[config.mk]
export PLATFORM = sky130hd
export DESIGN_NAME = table5x4_writer
export DESIGN_NICKNAME = d
export VERILOG_FILES = /design/src/rtl/table5x4_writer.sv
export SDC_FILE = /design/constraint.sdc
export NUM_CORES = 1
export LEC_CHECK = 0
export CORE_AREA = 2 2 265 267
export DETAILED_ROUTE_END_ITERATION = 10
export DIE_AREA = 0 0 267 269
export PLACE_DENSITY_LB_ADDON = 0.2
export SLEW_MARGIN = 20
export SYNTH_ARGS = -nofsm -noshare
export SYNTH_HDL_FRONTEND = slang
export SYNTH_SLANG_ARGS = --single-unit
[constraint.sdc]
create_clock -name clk -period 3.7 [get_ports clk]
set_clock_uncertainty 0.15 [all_clocks]
set_input_delay 0.925 -clock clk [delete_from_list [all_inputs] [get_ports clk]]
set_output_delay 0.925 -clock clk [all_outputs]
set_load 0.01 [all_outputs]
[src/rtl/table5x4_writer.sv]
// table5x4_writer
//   Write side of a 5x4 lookup table of DATA_W-bit words. It accepts single-word
//   writes over a valid/ready handshake and can run a timed clear sweep. All 20
//   entries are held in registers and driven out flattened on tbl_flat.
//
//   Optional build macro: TABLE5X4_WRITER_BYTE_EN_EN
//     This macro adds the wr_be byte-enable input. The clear sweep always writes
//     full words.
//
// Ports
//   clk       rising-edge clock
//   rst_n     asynchronous active-low reset
//   wr_valid  write request valid
//   wr_ready  write accepted when wr_valid & wr_ready at a clk edge
//   wr_row    one-hot row select (bit r = row r)
//   wr_col    binary column select, 0..3
//   wr_data   write data
//   wr_be     byte enables (only with TABLE5X4_WRITER_BYTE_EN_EN)
//   clr_req   level request; starts a clear sweep when sampled high in IDLE
//   busy      high while the clear sweep runs
//   clr_done  one-cycle pulse on the first IDLE cycle after a sweep
//   wr_err    one-cycle pulse after an accepted write whose wr_row is not one-hot
//   tbl_flat  entry (r,c) at bits [(r*4+c)*DATA_W +: DATA_W]
module table5x4_writer #(
  parameter int unsigned         DATA_W    = 32,
  parameter logic [DATA_W-1:0]   RESET_VAL = '0
) (
  input  logic                 clk,
  input  logic                 rst_n,
  input  logic                 wr_valid,
  output logic                 wr_ready,
  input  logic [4:0]           wr_row,
  input  logic [1:0]           wr_col,
  input  logic [DATA_W-1:0]    wr_data,
`ifdef TABLE5X4_WRITER_BYTE_EN_EN
  input  logic [DATA_W/8-1:0]  wr_be,
`endif
  input  logic                 clr_req,
  output logic                 busy,
  output logic                 clr_done,
  output logic                 wr_err,
  output logic [20*DATA_W-1:0] tbl_flat
);

  typedef enum logic {IDLE, CLEAR} state_t;

  state_t            state;
  logic [4:0]        idx;
  logic [DATA_W-1:0] tbl [20];

  logic              row_ok;
  logic [2:0]        row_idx;
  logic [4:0]        wr_idx;

  // A request for a clear sweep has priority over a write in the same cycle.
  assign wr_ready = (state == IDLE) && !clr_req;
  assign busy     = (state == CLEAR);

  // A row value is one-hot when it is non-zero and clearing its lowest set bit leaves zero.
  always_comb begin
    row_ok  = (wr_row != '0) && ((wr_row & (wr_row - 5'd1)) == '0);
    row_idx = '0;
    for (int unsigned r = 0; r < 5; r++) begin
      if (wr_row[r]) row_idx = 3'(r);
    end
    // This value equals r*4+c. It is at most 19 whenever row_ok is high.
    wr_idx = {row_idx, wr_col};
  end

  always_ff @(posedge clk or negedge rst_n) begin
    if (!rst_n) begin
      state    <= IDLE;
      idx      <= '0;
      clr_done <= 1'b0;
      wr_err   <= 1'b0;
      for (int unsigned i = 0; i < 20; i++) tbl[i] <= RESET_VAL;
    end else begin
      clr_done <= 1'b0;
      wr_err   <= 1'b0;
      case (state)
        IDLE: begin
          if (clr_req) begin
            state <= CLEAR;
            idx   <= '0;
          end else if (wr_valid) begin
            if (row_ok) begin
`ifdef TABLE5X4_WRITER_BYTE_EN_EN
              for (int unsigned b = 0; b < DATA_W/8; b++) begin
                if (wr_be[b]) tbl[wr_idx][b*8 +: 8] <= wr_data[b*8 +: 8];
              end
`else
              tbl[wr_idx] <= wr_data;
`endif
            end else begin
              wr_err <= 1'b1;
            end
          end
        end
        CLEAR: begin
          tbl[idx] <= RESET_VAL;
          // The index saturates at the last entry, so it never addresses past the table.
          if (idx == 5'd19) begin
            state    <= IDLE;
            clr_done <= 1'b1;
          end else begin
            idx <= idx + 5'd1;
          end
        end
        default: state <= IDLE;
      endcase
    end
  end

  for (genvar g = 0; g < 20; g++) begin : g_flat
    assign tbl_flat[g*DATA_W +: DATA_W] = tbl[g];
  end

endmodule
Yosys cells after proc, flatten, opt, wreduce, memory -nomap -nowiden

Index checks and enable logic that the tools add are counted.

Input bits: 43
Bits in read-only memories: 0
Logic and storage cells: 76
Flip-flop bits (word level): 648
Bits in latches: 0
Output and inout bits: 644
Memories kept: 0
RAM bits: 0

Multiply operators: 0
Divide/modulo/power cells: 0
Bitwise logic cells: 6
Magnitude comparators: 4
Eq/ne operators: 6
Shifts and indexed selects: 0
Muxes and demuxes: 25
Add/sub/neg operators: 2
Reduce and logical (&&, ||, !) cells: 9

Operator list:

| operator                                                                      | number |
|---|---|
| 640-bit 2-to-1 mux                                                            | 3 |
| 640-bit case mux with 2 select lines                                          | 1 |
| 640-bit bitwise AND                                                           | 1 |
| 640-bit bitwise mux                                                           | 1 |
| 640-bit NOT                                                                   | 1 |
| 32-bit demux with 5-bit select                                                | 2 |
| 32-bit 2-to-1 mux                                                             | 2 |
| 6-bit greater-or-equal comparator (second input constant)                     | 2 |
| 6-bit by 1-bit less-than comparator with 1-bit output (second input constant) | 2 |
| 5-bit NOT with 6-bit output                                                   | 2 |
| 5-bit 2-to-1 mux                                                              | 2 |
| 2-bit inequality test (second input constant)                                 | 5 |
| 5-bit case mux with 2 select lines                                            | 1 |
| 1-bit 2-to-1 mux                                                              | 9 |
| 5-bit by 1-bit adder with 5-bit output (second input constant)                | 1 |
| 5-bit bitwise AND                                                             | 1 |
| 5-bit == test (second input constant)                                         | 1 |
| 5-bit zero test                                                               | 1 |
| 5-bit nonzero test                                                            | 1 |
| 5-bit by 1-bit subtractor with 5-bit output (second input constant)           | 1 |
| 1-bit logical AND                                                             | 4 |
| 2-bit 2-to-1 mux                                                              | 2 |
| 3-bit 2-to-1 mux                                                              | 1 |
| 3-bit AND reduction                                                           | 1 |
| other kinds (4)                                                               | 4 |

Longest topological paths before layout

Depth after elaboration: 14
Gate-level depth with buffers: 7
Depth with buffers taken out: 5

Worst setup path after synthesis

OpenSTA, ideal clock, no wires.

Path type: input-to-reg
Start: in wr_col[0]
End: reg tbl, in the netlist tbl_flat[10]
Arrival: 2308 ps
Library setup time: 121 ps
Stages on the path: 6
Path slack: 1121 ps
Buffers on the path: 2
Required time: 3429 ps
Cell sequence: or3b_1 > buf_2 > nor4_4 > a21oi_1 > buf_2 > a22o_1

Cells in the longest elaborated chain, start to end: 10
Elaborated cells between the ends (all ways): 11
Those cells by class: order compare: 2; mux: 7; bitwise: 1; reduce/logical: 1

RTL lines:

| what                                                                                                                                    | line | RTL |
|---|---|---|
| from (decl)                                                                                                                             | 33   | `input logic [1:0] wr_col,` |
| 5-bit NOT with 6-bit output (not written as such) (*)                                                                                   | 92   | `tbl[wr_idx] <= wr_data;` |
| 6-bit greater-or-equal comparator (not written as such) / 6-bit by 1-bit less-than comparator with 1-bit output (equally long branches) | 92   |  |
| 1-bit logical AND (not written as such)                                                                                                 | 92   |  |
| 32-bit 2-to-1 mux (not written as such)                                                                                                 | 92   |  |
| 32-bit demux with 5-bit select (*)                                                                                                      | 92   |  |
| 640-bit bitwise mux (*)                                                                                                                 | 92   |  |
| 640-bit 2-to-1 mux (*)                                                                                                                  | 86   | `if (row_ok) begin` |
| 640-bit 2-to-1 mux (*)                                                                                                                  | 85   | `end else if (wr_valid) begin` |
| 640-bit 2-to-1 mux (*)                                                                                                                  | 82   | `if (clr_req) begin` |
| 640-bit case mux with 2 select lines (*)                                                                                                | 80   | `case (state)` |
| to (signal, indexed assignment)                                                                                                         | 92   |  |
| to (decl)                                                                                                                               | 49   | `logic [DATA_W-1:0] tbl [20];` |

Mark *: on every way between the ends. The rest lies on a longest branch, timed or not. The select of a mux whose other input is x is not followed.
A chain may end at the register's enable or synchronous reset.

Final worst setup path

Start: in clr_req
End: out wr_ready

Cells in the longest elaborated chain, start to end: 2

RTL lines:

| what              | line | RTL |
|---|---|---|
| from (decl)       | 38   | `input logic clr_req,` |
| 1-bit zero test   | 56   | `assign wr_ready = (state == IDLE) && !clr_req;` |
| 1-bit logical AND | 56   |  |
| to (decl)         | 31   | `output logic wr_ready,` |

Every way passes these cells.

==> flow_summary_export.csv <==
group,metric,value,unit
layout,instances_no_fill,3919,
logic_synthesis,synth-edff-count,0,
power_and_ir_drop,peakVddDrop,0.0004541,V
sta,drv_slew,0,
power_and_ir_drop,p_seq_share,40.5,%
power_and_ir_drop,p_int,15.98,mW
sta,fin_setup_tns,0,ps
critical_path,worstPathRequired,2620,ps
logic_synthesis,synth_nets,2318,
die,pin_count,687,
die,core-area,69300,sq um
clock_tree,insertion_delay,590,ps
logic_synthesis,seq_area_frac_synth,65.00,%
critical_path,cp_max_fo,7,
critical_path,cp_data_arrival_time,2290,ps
critical_path,start_kind,"input port",
place,dp_hpwl,69410,um
critical_path,cpPeakStageDelay,570,ps
die,num_rows,97,
logic_synthesis,syn_inst,2271,
critical_path,timing.rr.start,"busy",
drt,num_vias,20810,
logic_synthesis,synth-seq-cells,648,
clock_tree,cts_setup_buffers,0,
clock_tree,clockBufferDepth,3,
place,place_ws,222.8,ps
logic_synthesis,synth_area_per_cell,10.98,sq um
die,die_y,269,um
sta,setup_ws,332.6,ps
power_and_ir_drop,p_leak,15.91,nW
drt,first_iter_violations,1882,
min_path,hp-class,"input port to asynchronous set/reset pin",
clock_tree,cts.sinks,648,
power_and_ir_drop,p_sw,7.421,mW
run_status,status,"complete, no violations",
place,port_buffers,686,
critical_path,path_depth,3,
power_and_ir_drop,power.total,23.40,mW
logic_synthesis,ys_types,39,
grt,grt_pass1_vias,20420,
sta,grt_setup_unrepaired,"false",
critical_path,slowest_stage,"clkdlybuf4s50_1",
grt,grt_pass1_wl,145000,um
clock_tree,cts_buffers,71,
grt,antenna_found_initial,2,
critical_path,crit_type,"input port to output port",
critical_path,r2r_cells,5,
power_and_ir_drop,comb_power_share,29.1,%
power_and_ir_drop,power_density,657.8,nW/um^2
critical_path,critPathBufInv,2,
grt,grt_max_degree,99,
power_and_ir_drop,p_clk_share,30.4,%
logic_synthesis,synthFlopType,"dfrtp_1",
layout,area_growth,42.63,%
sta,max_freq,297.0,MHz
layout,final_common_cell,"clkdlybuf4s50_1",
clock_tree,tritoncts,"done",
die,dieArea,71820,sq um
sta,setup_viol,0,
place,dp_cells,3794,
logic_synthesis,ys_warn_count,0,
sta,timing.slew.headroom,26.42,%
layout,final_cell_mix,"clkdlybuf4s50_1 (685), nand2_1 (654), dfrtp_1 (647)",
drt,firstDrtPassIters,5,
die,dieWidth,267,um
clock_tree,ctsResizeCount,0,
place,routabilityCongestion,0.8743,
critical_path,path_cells,"clkdlybuf4s50_1 -> nor2_1 -> clkdlybuf4s50_1",
die,initial_core_util,36.00,%
drt,wire_per_inst,25.71,um
clock_tree,cts_root_buf,"clkbuf_16",
sta,final.min_clock_period,3367,ps
drt,ant_nets,0,
logic_synthesis,syn_area,24950,sq um
layout,drive_gt1_share,8.193,%
critical_path,cp_common_cell,"clkdlybuf4s50_1",
critical_path,rr_endpoint,"tbl_flat[270]",
critical_path,crit_end,"wr_ready",
logic_synthesis,synth_async_sr_flop_share,100.0,%
critical_path,r2r_slack,920,ps
drt,drt-total-wl,100800,um
drt,drcViolationCount,0,
job,drv_cap,0,
clock_tree,postCtsHoldBufs,0,
critical_path,path_delay_family,"buffers and inverters",
sta,finalCritPeriodShare,91.01,%
layout,final_area,35580,sq um
drt,avgViaCountPerCell,5.309,
clock_tree,cts_max_level,3,
place,dpl_cell_area,33250,sq um
sta,hold_ws,122.0,ps
layout,fin_nets,2974,
critical_path,cp-end-kind,"output port",
grt,grt_use_total,27.44,%
sta,final-hold-violation-count,0,
clock_tree,clk_pin_slew,60,ps
layout,fin_util,51.34,%
critical_path,worstSetupStartpoint,"clr_req",
power_and_ir_drop,p_sw_share,31.71,%
sta,tightest_slew,1101,ps
grt,grt_overflow,0,
cell usage after synthesis (6+ instances only):
cell	n	area (sq um)
nand2_1	654	2455
dfrtp_1	648	16220
a22o_1	320	2803
o21ai_0	258	1291
clkbuf_1	111	416.7
buf_2	78	390.4
nand3_1	70	350.3
nor2b_1	34	212.7
nor4_4	12	255.2
a21oi_1	11	55.05
nor3_1	9	45.04
clkbuf_2	8	40.04
nand2b_1	6	37.54
worst min-delay path by stage:
stage	endpoint	slack [ps]	cells past startpoint
detailed placement	tbl_flat[48]	330	1
finish	tbl_flat[151]	120	1
floorplan	tbl_flat[512]	380	2
global placement	tbl_flat[582]	320	2
CTS	tbl_flat[151]	130	1
global route	tbl_flat[151]	150	1
state kept, by name (all words and copies together) (netlist names):
register and count:
tbl_flat 640, idx 5, busy 1, clr_done 1, wr_err 1
layer usage:
metal	track usage (%)	vias to the layer above	wire, um
li1	-	9136	-
met1	35.23	10550	40280
met2	43.44	941	46870
met3	8.365	176	9830
met4	11.04	0	3791
met5	0	-	0
cells by family (layout without fill, tap and decap cells):
family          after synthesis  count (layout)  synth area share [%]
xor+xnor                      2               2               0.07023
other cells                   0               1                     0
flops                       648             648                 65.00
fa+ha+maj                     4               4                0.2006
simple gates                816             816                 14.35
compound gates              598             598                 16.88
buf+inv                     203             910                 3.501
power groups by stage:
stage,Clock (mW),Sequential [mW],Combinational (mW)
CTS,7.22,9.47,6.85
global placement,0,9.49,6.72
floorplan,0,10.1,1.72
global route,7.51,9.66,7.30
detailed placement,0,9.53,6.82
finish,7.11,9.48,6.81
cell type report:
cell class                      count  area, sq um
Clock buffer                      105         2095
Inverter                            5        18.77
Tap cell                          940         1176
Fill cell                        6051        33720
Sequential cell                   648        16220
Antenna cell                        1        2.502
Timing Repair Buffer              781         7835
Multi-Input combinational cell   1420         8003
Clock inverter                     19        232.7
Power figures use the tool's default switching activity.
